===== src/rtl/scratch_mem_arbiter_pkg.sv =====
// scratch_mem_arbiter_pkg: shared widths, requester indices, FSM encoding and RR pointer helper
// Ports: none (package); used by scratch_mem_arbiter and scratch_arb_select
package scratch_mem_arbiter_pkg;
    localparam int ADDR_W_DEF = 9;
    localparam int DATA_W_DEF = 16;
    localparam int MEM_DEPTH_DEF = 256;
    localparam int REQ_HIST = 0;
    localparam int REQ_CDF = 1;
    localparam int REQ_DIV = 2;
    typedef enum logic [1:0] {IDLE = 2'd0, OWN = 2'd1, RELEASE = 2'd2} arb_state_t;
    // highest-priority requester for the next arbitration: the one after the winner
    function automatic logic [1:0] next_ptr(input logic [2:0] win);
        return win[REQ_HIST] ? 2'd1 : win[REQ_CDF] ? 2'd2 : 2'd0;
    endfunction
endpackage


===== src/rtl/scratch_arb_select.sv =====
// scratch_arb_select: one-hot winner among three requesters, ptr names the highest-priority index
// Ports: req[2:0] requests in, ptr[1:0] highest-priority index in, win[2:0] one-hot winner out
module scratch_arb_select
    import scratch_mem_arbiter_pkg::*;
(
    input  logic [2:0] req,
    input  logic [1:0] ptr,
    output logic [2:0] win
);
    logic [2:0] rot;
    logic [2:0] pick;
    // rotate so ptr lands on bit0, pick the lowest set bit, rotate back
    always_comb begin
        rot = ptr == 2'd1 ? {req[0], req[2:1]} : ptr == 2'd2 ? {req[1:0], req[2]} : req;
        pick = rot[0] ? 3'b001 : rot[1] ? 3'b010 : rot[2] ? 3'b100 : 3'b000;
        win = ptr == 2'd1 ? {pick[1:0], pick[2]} : ptr == 2'd2 ? {pick[0], pick[2:1]} : pick;
    end
endmodule


===== src/rtl/scratch_mem_arbiter.sv =====
// scratch_mem_arbiter: burst arbiter giving histogram/cdf/divider exclusive use of one scratch RAM port
// Ports: clock, reset (async, active-high); req/we[2:0], addr0..2, wdata0..2 per requester;
//        fault_clear; gnt/rvalid[2:0] one-hot; rdata shared; mem_en/mem_we/mem_addr/mem_wdata/mem_rdata RAM port;
//        scratch_mem_overflow_fault sticky. Macro SCRATCH_ARB_RR_EN selects round-robin, else fixed priority.
module scratch_mem_arbiter
    import scratch_mem_arbiter_pkg::*;
#(
    parameter int ADDR_W = ADDR_W_DEF,
    parameter int DATA_W = DATA_W_DEF,
    parameter int MEM_DEPTH = MEM_DEPTH_DEF
) (
    input  logic              clock,
    input  logic              reset,
    input  logic [2:0]        req,
    input  logic [2:0]        we,
    input  logic [ADDR_W-1:0] addr0,
    input  logic [ADDR_W-1:0] addr1,
    input  logic [ADDR_W-1:0] addr2,
    input  logic [DATA_W-1:0] wdata0,
    input  logic [DATA_W-1:0] wdata1,
    input  logic [DATA_W-1:0] wdata2,
    input  logic              fault_clear,
    output logic [2:0]        gnt,
    output logic [2:0]        rvalid,
    output logic [DATA_W-1:0] rdata,
    output logic              mem_en,
    output logic              mem_we,
    output logic [ADDR_W-1:0] mem_addr,
    output logic [DATA_W-1:0] mem_wdata,
    input  logic [DATA_W-1:0] mem_rdata,
    output logic              scratch_mem_overflow_fault
);
    arb_state_t state_q, state_d;
    logic [2:0] gnt_q, gnt_d, rvalid_q, rvalid_d, win;
    logic fault_q, fault_d, own, ovf, sel_we;
    logic [1:0] ptr;
    logic [ADDR_W-1:0] sel_addr;
    logic [DATA_W-1:0] sel_wdata;
`ifdef SCRATCH_ARB_RR_EN
    logic [1:0] ptr_q, ptr_d;
    assign ptr = ptr_q;
`else
    assign ptr = 2'd0;
`endif
    scratch_arb_select u_select (.req(req), .ptr(ptr), .win(win));
    always_comb begin
        own = state_q == OWN;
        sel_addr = gnt_q[REQ_CDF] ? addr1 : gnt_q[REQ_DIV] ? addr2 : addr0;
        sel_wdata = gnt_q[REQ_CDF] ? wdata1 : gnt_q[REQ_DIV] ? wdata2 : wdata0;
        sel_we = |(we & gnt_q);
        ovf = own && int'(sel_addr) >= MEM_DEPTH;
        mem_en = own && !ovf;
        mem_we = mem_en && sel_we;
        mem_addr = sel_addr;
        mem_wdata = sel_wdata;
        state_d = state_q == IDLE ? (|req ? OWN : IDLE) : own ? (|(req & gnt_q) ? OWN : RELEASE) : IDLE;
        gnt_d = state_q == IDLE ? win : own && |(req & gnt_q) ? gnt_q : 3'b000;
        // the owner tag travels with the read so it survives the grant dropping
        rvalid_d = mem_en && !sel_we ? gnt_q : 3'b000;
        fault_d = ovf || (fault_q && !fault_clear);
`ifdef SCRATCH_ARB_RR_EN
        ptr_d = state_q == IDLE && |req ? next_ptr(win) : ptr_q;
`endif
    end
    always_ff @(posedge clock or posedge reset) begin
        if (reset) begin
            state_q <= IDLE;
            gnt_q <= 3'b000;
            rvalid_q <= 3'b000;
            fault_q <= 1'b0;
`ifdef SCRATCH_ARB_RR_EN
            ptr_q <= 2'd0;
`endif
        end else begin
            state_q <= state_d;
            gnt_q <= gnt_d;
            rvalid_q <= rvalid_d;
            fault_q <= fault_d;
`ifdef SCRATCH_ARB_RR_EN
            ptr_q <= ptr_d;
`endif
        end
    end
    assign gnt = gnt_q;
    assign rvalid = rvalid_q;
    assign rdata = |rvalid_q ? mem_rdata : '0;
    assign scratch_mem_overflow_fault = fault_q;
endmodule


===== config.mk =====
export PLATFORM = sky130hd
export DESIGN_NAME = scratch_mem_arbiter
export DESIGN_NICKNAME = d
export VERILOG_FILES = /design/src/rtl/scratch_mem_arbiter_pkg.sv /design/src/rtl/scratch_arb_select.sv /design/src/rtl/scratch_mem_arbiter.sv
export SDC_FILE = /design/constraint.sdc
export NUM_CORES = 1
export LEC_CHECK = 0
export ABC_AREA = 1
export CORE_MARGIN = 2
export CORE_UTILIZATION = 22
export DETAILED_ROUTE_END_ITERATION = 16
export PLACE_DENSITY_LB_ADDON = 0.08
export SYNTH_ARGS = -nofsm -noshare
export SYNTH_HDL_FRONTEND = slang
export SYNTH_SLANG_ARGS = --single-unit

===== constraint.sdc =====
create_clock -name clock -period 1.2 [get_ports clock]
set_input_delay 0.24 -clock clock [delete_from_list [all_inputs] [get_ports clock]]
set_output_delay 0.24 -clock clock [all_outputs]
set_load 0.01 [all_outputs]

Yosys cells after proc, flatten, opt, wreduce, memory -nomap -nowiden
Index checks and enable logic that the tools add are counted.
{"block": "classes", "addsub": 0, "mul": 0, "n_div": 0, "magnitude_cmp": 1, "eq_ne": 2, "shift": 0, "muxes": 15, "bitwise": 2, "n_reduce_logical": 15}
{"cell": "2-to-1 mux 16 bit", "n": 3}
{"cell": "2-to-1 mux 3 bit", "n": 6}
{"cell": "2-to-1 mux 9 bit", "n": 2}
{"cell": "OR reduction 3 bit", "n": 4}
{"cell": "greater-or-equal comparator 9 bit, second input constant", "n": 1}
{"cell": "bitwise AND 3 bit", "n": 2}
{"cell": "logical AND 1 bit", "n": 6}
{"cell": "2-to-1 mux 2 bit", "n": 3}
{"cell": "zero test 1 bit", "n": 3}
{"cell": "== test 2 x 1 -> 1 bit, second input constant", "n": 1}
{"cell": "zero test 2 bit", "n": 1}
{"cell": "!= test 2 bit, second input constant", "n": 1}
{"cell": "logical OR 1 bit", "n": 1}
{"cell": "2-to-1 mux 1 bit", "n": 1}
{"block": "word_totals", "regBits": 9, "latchBits": 0, "mem_bits_rw": 0, "romBits": 0, "in_bits": 100, "out_inout_bits": 50, "word_cells": 39, "n_memories": 0}

Logic depth before layout (Yosys ltp)
{"block": "logic_depth", "depth_word": 8, "ltp_mapped": 7, "depth_no_buf": 6}

By module
Synthesis repeated with hierarchy kept, for this count alone.
{"block": "hier_totals", "hier_cells": 234, "hier_area_um2": 1214.9}
{"module": "scratch_mem_arbiter", "n_inst": 1, "cells_per_inst": 194, "area_per_inst_um2": 1031.0, "seq_area_each_um2": 225.2}
{"module": "scratch_arb_select", "n_inst": 1, "cells_per_inst": 40, "area_per_inst_um2": 183.9, "seq_area_each_um2": 0.0}

Least setup slack after synthesis
Ideal clock, no wire load.
{"block": "synth_timing", "path_type": "flip-flop to output port", "startpoint": "reg gnt_q[2] (netlist: gnt[2])", "endpoint": "out mem_addr[0]", "arrival_time_ns": 1.144, "t_required_ns": 0.960, "setup_slack_ns": -0.184, "path_stages_with_launch": 6, "n_path_buf": 2, "path_cell_list": "dfrtp_1 > buf_4 > inv_2 > buf_2 > nand2_1 > a21oi_1"}
{"block": "synth_via", "elab_chain_len": 2}
{"element": "start: declaration", "line": "scratch_mem_arbiter.sv:34", "text": "logic [2:0] gnt_q, gnt_d, rvalid_q, rvalid_d, win;"}
{"element": "start signal: assignment", "line": "scratch_mem_arbiter.sv:76", "text": "gnt_q <= gnt_d;"}
{"element": "2-to-1 mux 9 bit (2 in series)", "line": "scratch_mem_arbiter.sv:48", "text": "sel_addr = gnt_q[REQ_CDF] ? addr1 : gnt_q[REQ_DIV] ? addr2 : addr0;"}
{"element": "end: declaration", "line": "scratch_mem_arbiter.sv:28", "text": "output logic [ADDR_W-1:0] mem_addr,"}
No other way between the ends.

Worst setup path in the final report
{"block": "layout_timing", "startpoint": "reg gnt_q[2] (netlist: gnt[2])", "endpoint": "out mem_we"}
{"block": "layout_via", "elab_chain_len": 7, "elab_cells_between_ends": 9, "cone_classes": "order compare (1); mux (2); bitwise (1); reduce/logical (5)"}
{"element": "2-to-1 mux 9 bit (2 in series)", "line": "scratch_mem_arbiter.sv:48"}
{"element": "greater-or-equal comparator 9 bit", "line": "scratch_mem_arbiter.sv:51", "text": "ovf = own && int'(sel_addr) >= MEM_DEPTH;"}
{"element": "logical AND 1 bit", "line": "scratch_mem_arbiter.sv:51"}
{"element": "zero test 1 bit", "line": "scratch_mem_arbiter.sv:52", "text": "mem_en = own && !ovf;"}
{"element": "logical AND 1 bit", "line": "scratch_mem_arbiter.sv:52"}
{"element": "logical AND 1 bit (*)", "line": "scratch_mem_arbiter.sv:53", "text": "mem_we = mem_en && sel_we;"}
{"element": "end: declaration", "line": "scratch_mem_arbiter.sv:27", "text": "output logic mem_we,"}
Mark *: on every way between the ends. The rest lies on a longest branch, timed or not.

==> flow_metrics.env <==
export IMPL_ys_types=20
export IMPL_fin_total_pwr_mw=3.42
export IMPL_cts_inserted_buffers=3
export IMPL_cp_cell_sequence="buf_6 -> nand2_2 -> nand2_2 -> nor2_2 -> buf_6 -> nor2_4 -> buf_6"
export IMPL_async_flop_share_pct=100
export IMPL_relSlewSlack_pct=78.0
export IMPL_drc_errors=0
export IMPL_drt_vias_per_instance=4.45
export IMPL_pin_count=150
export IMPL_synth_top_cell_by_area="a21oi_1"
export IMPL_worst_path_stages=7
export IMPL_antenna_found_initial=0
export IMPL_fin_crit_sh_pct=132
export IMPL_crit_type="register to output pin"
export IMPL_whs_ns=0.268
export IMPL_root_buffer="clkbuf_8"
export IMPL_regToRegSetupSlack_ns=-0.14
export IMPL_slowest_delay_ns=0.48
export IMPL_die_w_um=73.4
export IMPL_final_max_slew_violation_count=0
export IMPL_clock_sinks=9
export IMPL_violations="negative setup slack"
export IMPL_gp_congestion=0.804
export IMPL_critical_path_required_ns=0.96
export IMPL_crit_path_frequent_cell="buf_6"
export IMPL_antennaDiodeCount=0
export IMPL_path_buf_inv=3
export IMPL_clkPwrFrac_pct=10.0
export IMPL_timing_rr_end="rvalid[0]$_DFF_PP0_"
export IMPL_cp_top_family="flip-flops"
export IMPL_tightest_slew_ns=0.330
export IMPL_yosysTopAreaCellShare_pct=22.6
export IMPL_die_y_um=73.4
export IMPL_fin_crit_ns=1.58
export IMPL_syn_to_final_growth_pct=196
export IMPL_cp_slowest_cell="dfrtp_2"
export IMPL_finalSetupViolations=54
export IMPL_fin_worst_skew_ns=0.000440
export IMPL_drt_iter0_markers=43
export IMPL_path_max_fanout=5
export IMPL_grt_ovfl_total=0
export IMPL_cts_path_max_buffers=2
export IMPL_p_sw_mw=1.47
export IMPL_synthFlopType="dfrtp_1"
export IMPL_grt_max_degree=23
export IMPL_vias=1875
export IMPL_netlist_top_cells_area="a21oi_1, dfrtp_1, nor2_1, nand2_1, inv_1"
export IMPL_cts_tree="built"
export IMPL_startpoint_type="register"
export IMPL_synth_edf_count=0
export IMPL_drv_cap=0
export IMPL_min_path_type="input port to async pin"
export IMPL_clkLatencyLatePin_ns=0.23
export IMPL_die_area_um2=5390
export IMPL_p_sw_share_pct=43.0
export IMPL_clock_fmax_mhz=631
export IMPL_initial_core_util_pct=22.6
export IMPL_syn_nets=295
export IMPL_fp_row_count=25
export IMPL_irDropWorstVdd_uv=491
export IMPL_grt_usage_pct=18.5
export IMPL_p_seq_share_pct=13.2
export IMPL_yosysSeqAreaShare_pct=21.2
export IMPL_worst_slack_ns=-0.384
export IMPL_first_pass_iters=4
export IMPL_comb_power_share_pct=76.8
export IMPL_ant_nets=0
export IMPL_finalNetCount=468
export IMPL_p_int_mw=1.95
export IMPL_drive_gt1_share_pct=46.3
export IMPL_grt_pass1_wl_mm=8.02
export IMPL_status="complete, but fails checks"
export IMPL_wire_per_inst_um=12.8
export IMPL_cts_htree_levels=1
export IMPL_port_buffers=149
export IMPL_synth_most_common_cell="a21oi_1"
export IMPL_clkTransAtPathRegs_ns=0.04
export IMPL_dp_hpwl_mm=4.16
export IMPL_syn_cell_area_um2=1060
export IMPL_syn_inst=195
export IMPL_avgSynthCellArea_um2=5.44
export IMPL_cts_hold_fix_buffers=0
export IMPL_yosys_warnings=0
export IMPL_leakage_nw=1.49
export IMPL_fin_area_um2=3140
export IMPL_synth_common_cells="a21oi_1, nor2_1, nand2_1, inv_1, dfrtp_1"
export IMPL_grt_pass1_vias=1841
export IMPL_rr_startpoint="gnt[2]$_DFFE_PP0P_"
export IMPL_rsz0062_at_grt="yes"
export IMPL_p_per_area_nw_per_um2=1090
export IMPL_core_area_um2=4690
export IMPL_critPathArrivalTime_ns=1.34
export IMPL_hold_violations=0
export IMPL_synth_seq_cells=9
export IMPL_rr_worst_depth=8
export IMPL_routed_wirelength_mm=5.40
export IMPL_crit_path_end_kind="output pin"
export IMPL_placed_area_um2=2880
export IMPL_cp_startpoint="gnt[2]$_DFFE_PP0P_"
cell families after synthesis:
| logic type | synth area share (%) |
|---|---|
| flip-flops | 21.2 |
| AO/OA/AOI/OAI | 25.2 |
| AND/OR/NAND/NOR | 37.9 |
| buffers and inverters | 15.7 |
worst register-to-register path, delay by kind of cell (launching register included):
kind | cells | cell delay (ns)
DFF | 1 | 0.48
and+or+nand+nor | 5 | 0.43
buffers and inverters | 3 | 0.38
metrics by stage:
stage,TNS [ns],setup WS (ns),util (%),instances
after detailed placement,-23.56,-0.693,61.3,409
final,-13.56,-0.384,66.9,421
after floorplan,-1.50,-0.112,-,195
after CTS,-14.42,-0.382,65.0,420
after global placement,-23.57,-0.684,61.3,409
after global routing,-16.69,-0.433,66.9,421
registers in the layout, indices dropped and copies added (netlist names):
signal / cells
state_q: 2
gnt: 3
scratch_mem_overflow_fault: 1
rvalid: 3
worst max-delay path by stage:
stage | endpoint | slack (ns)
after floorplan | mem_we | -0.11
after global placement | mem_we | -0.68
after detailed placement | mem_we | -0.69
after CTS | mem_addr[8] | -0.38
after global routing | mem_addr[6] | -0.43
final | mem_we | -0.38
cell type report:
type                       instances  area [um^2]
fill                             436         1550
clock buffer                       4         45.0
multi-input combinational        147         1050
inverter                          28          115
tap                               54         67.6
sequential                         9          228
timing repair buffer             179         1630
power groups by stage:
stage	clock network (mW)	logic (mW)	registers, mW
after floorplan	0	1.10	0.451
after global placement	0	2.49	0.442
after detailed placement	0	2.51	0.444
after CTS	0.353	2.54	0.451
after global routing	0.372	2.85	0.462
final	0.340	2.62	0.451
routing by layer:
metal,track usage (%),wire length (um),up-vias
met5,0,0,-
met4,3.03,14,0
met3,6.58,583,2
met2,34.4,2850,100
met1,20.4,1950,822
li1,-,-,951
cells in the final DEF (no fill, tap or decap), types with 2 or more instances in the layout:
master,instances
a21oi_4,3
buf_4,13
inv_6,2
inv_1,25
nand2_2,12
a21oi_1,10
clkdlybuf4s50_1,99
clkbuf_8,3
dlygate4sd2_1,4
a21oi_2,35
nor2_2,9
buf_2,38
nand2_4,14
nor2_4,7
buf_6,21
nand2_1,12
o22ai_1,2
nand3_4,2
nor2_1,33
dfrtp_1,7
dfrtp_2,2
buf_12,4
timing repair:
| item | CTS | global route |
|---|---|---|
| resized for setup | 267 | 32 |
| gates cloned | 1 | 0 |
| buffers inserted | 7 | 4 |
| pin swaps | 23 | 8 |
| endpoints found under the hold margin | 0 | 0 |
| endpoints found under the setup margin | 59 | 54 |
No activity file was read; power rests on OpenSTA's default activity.
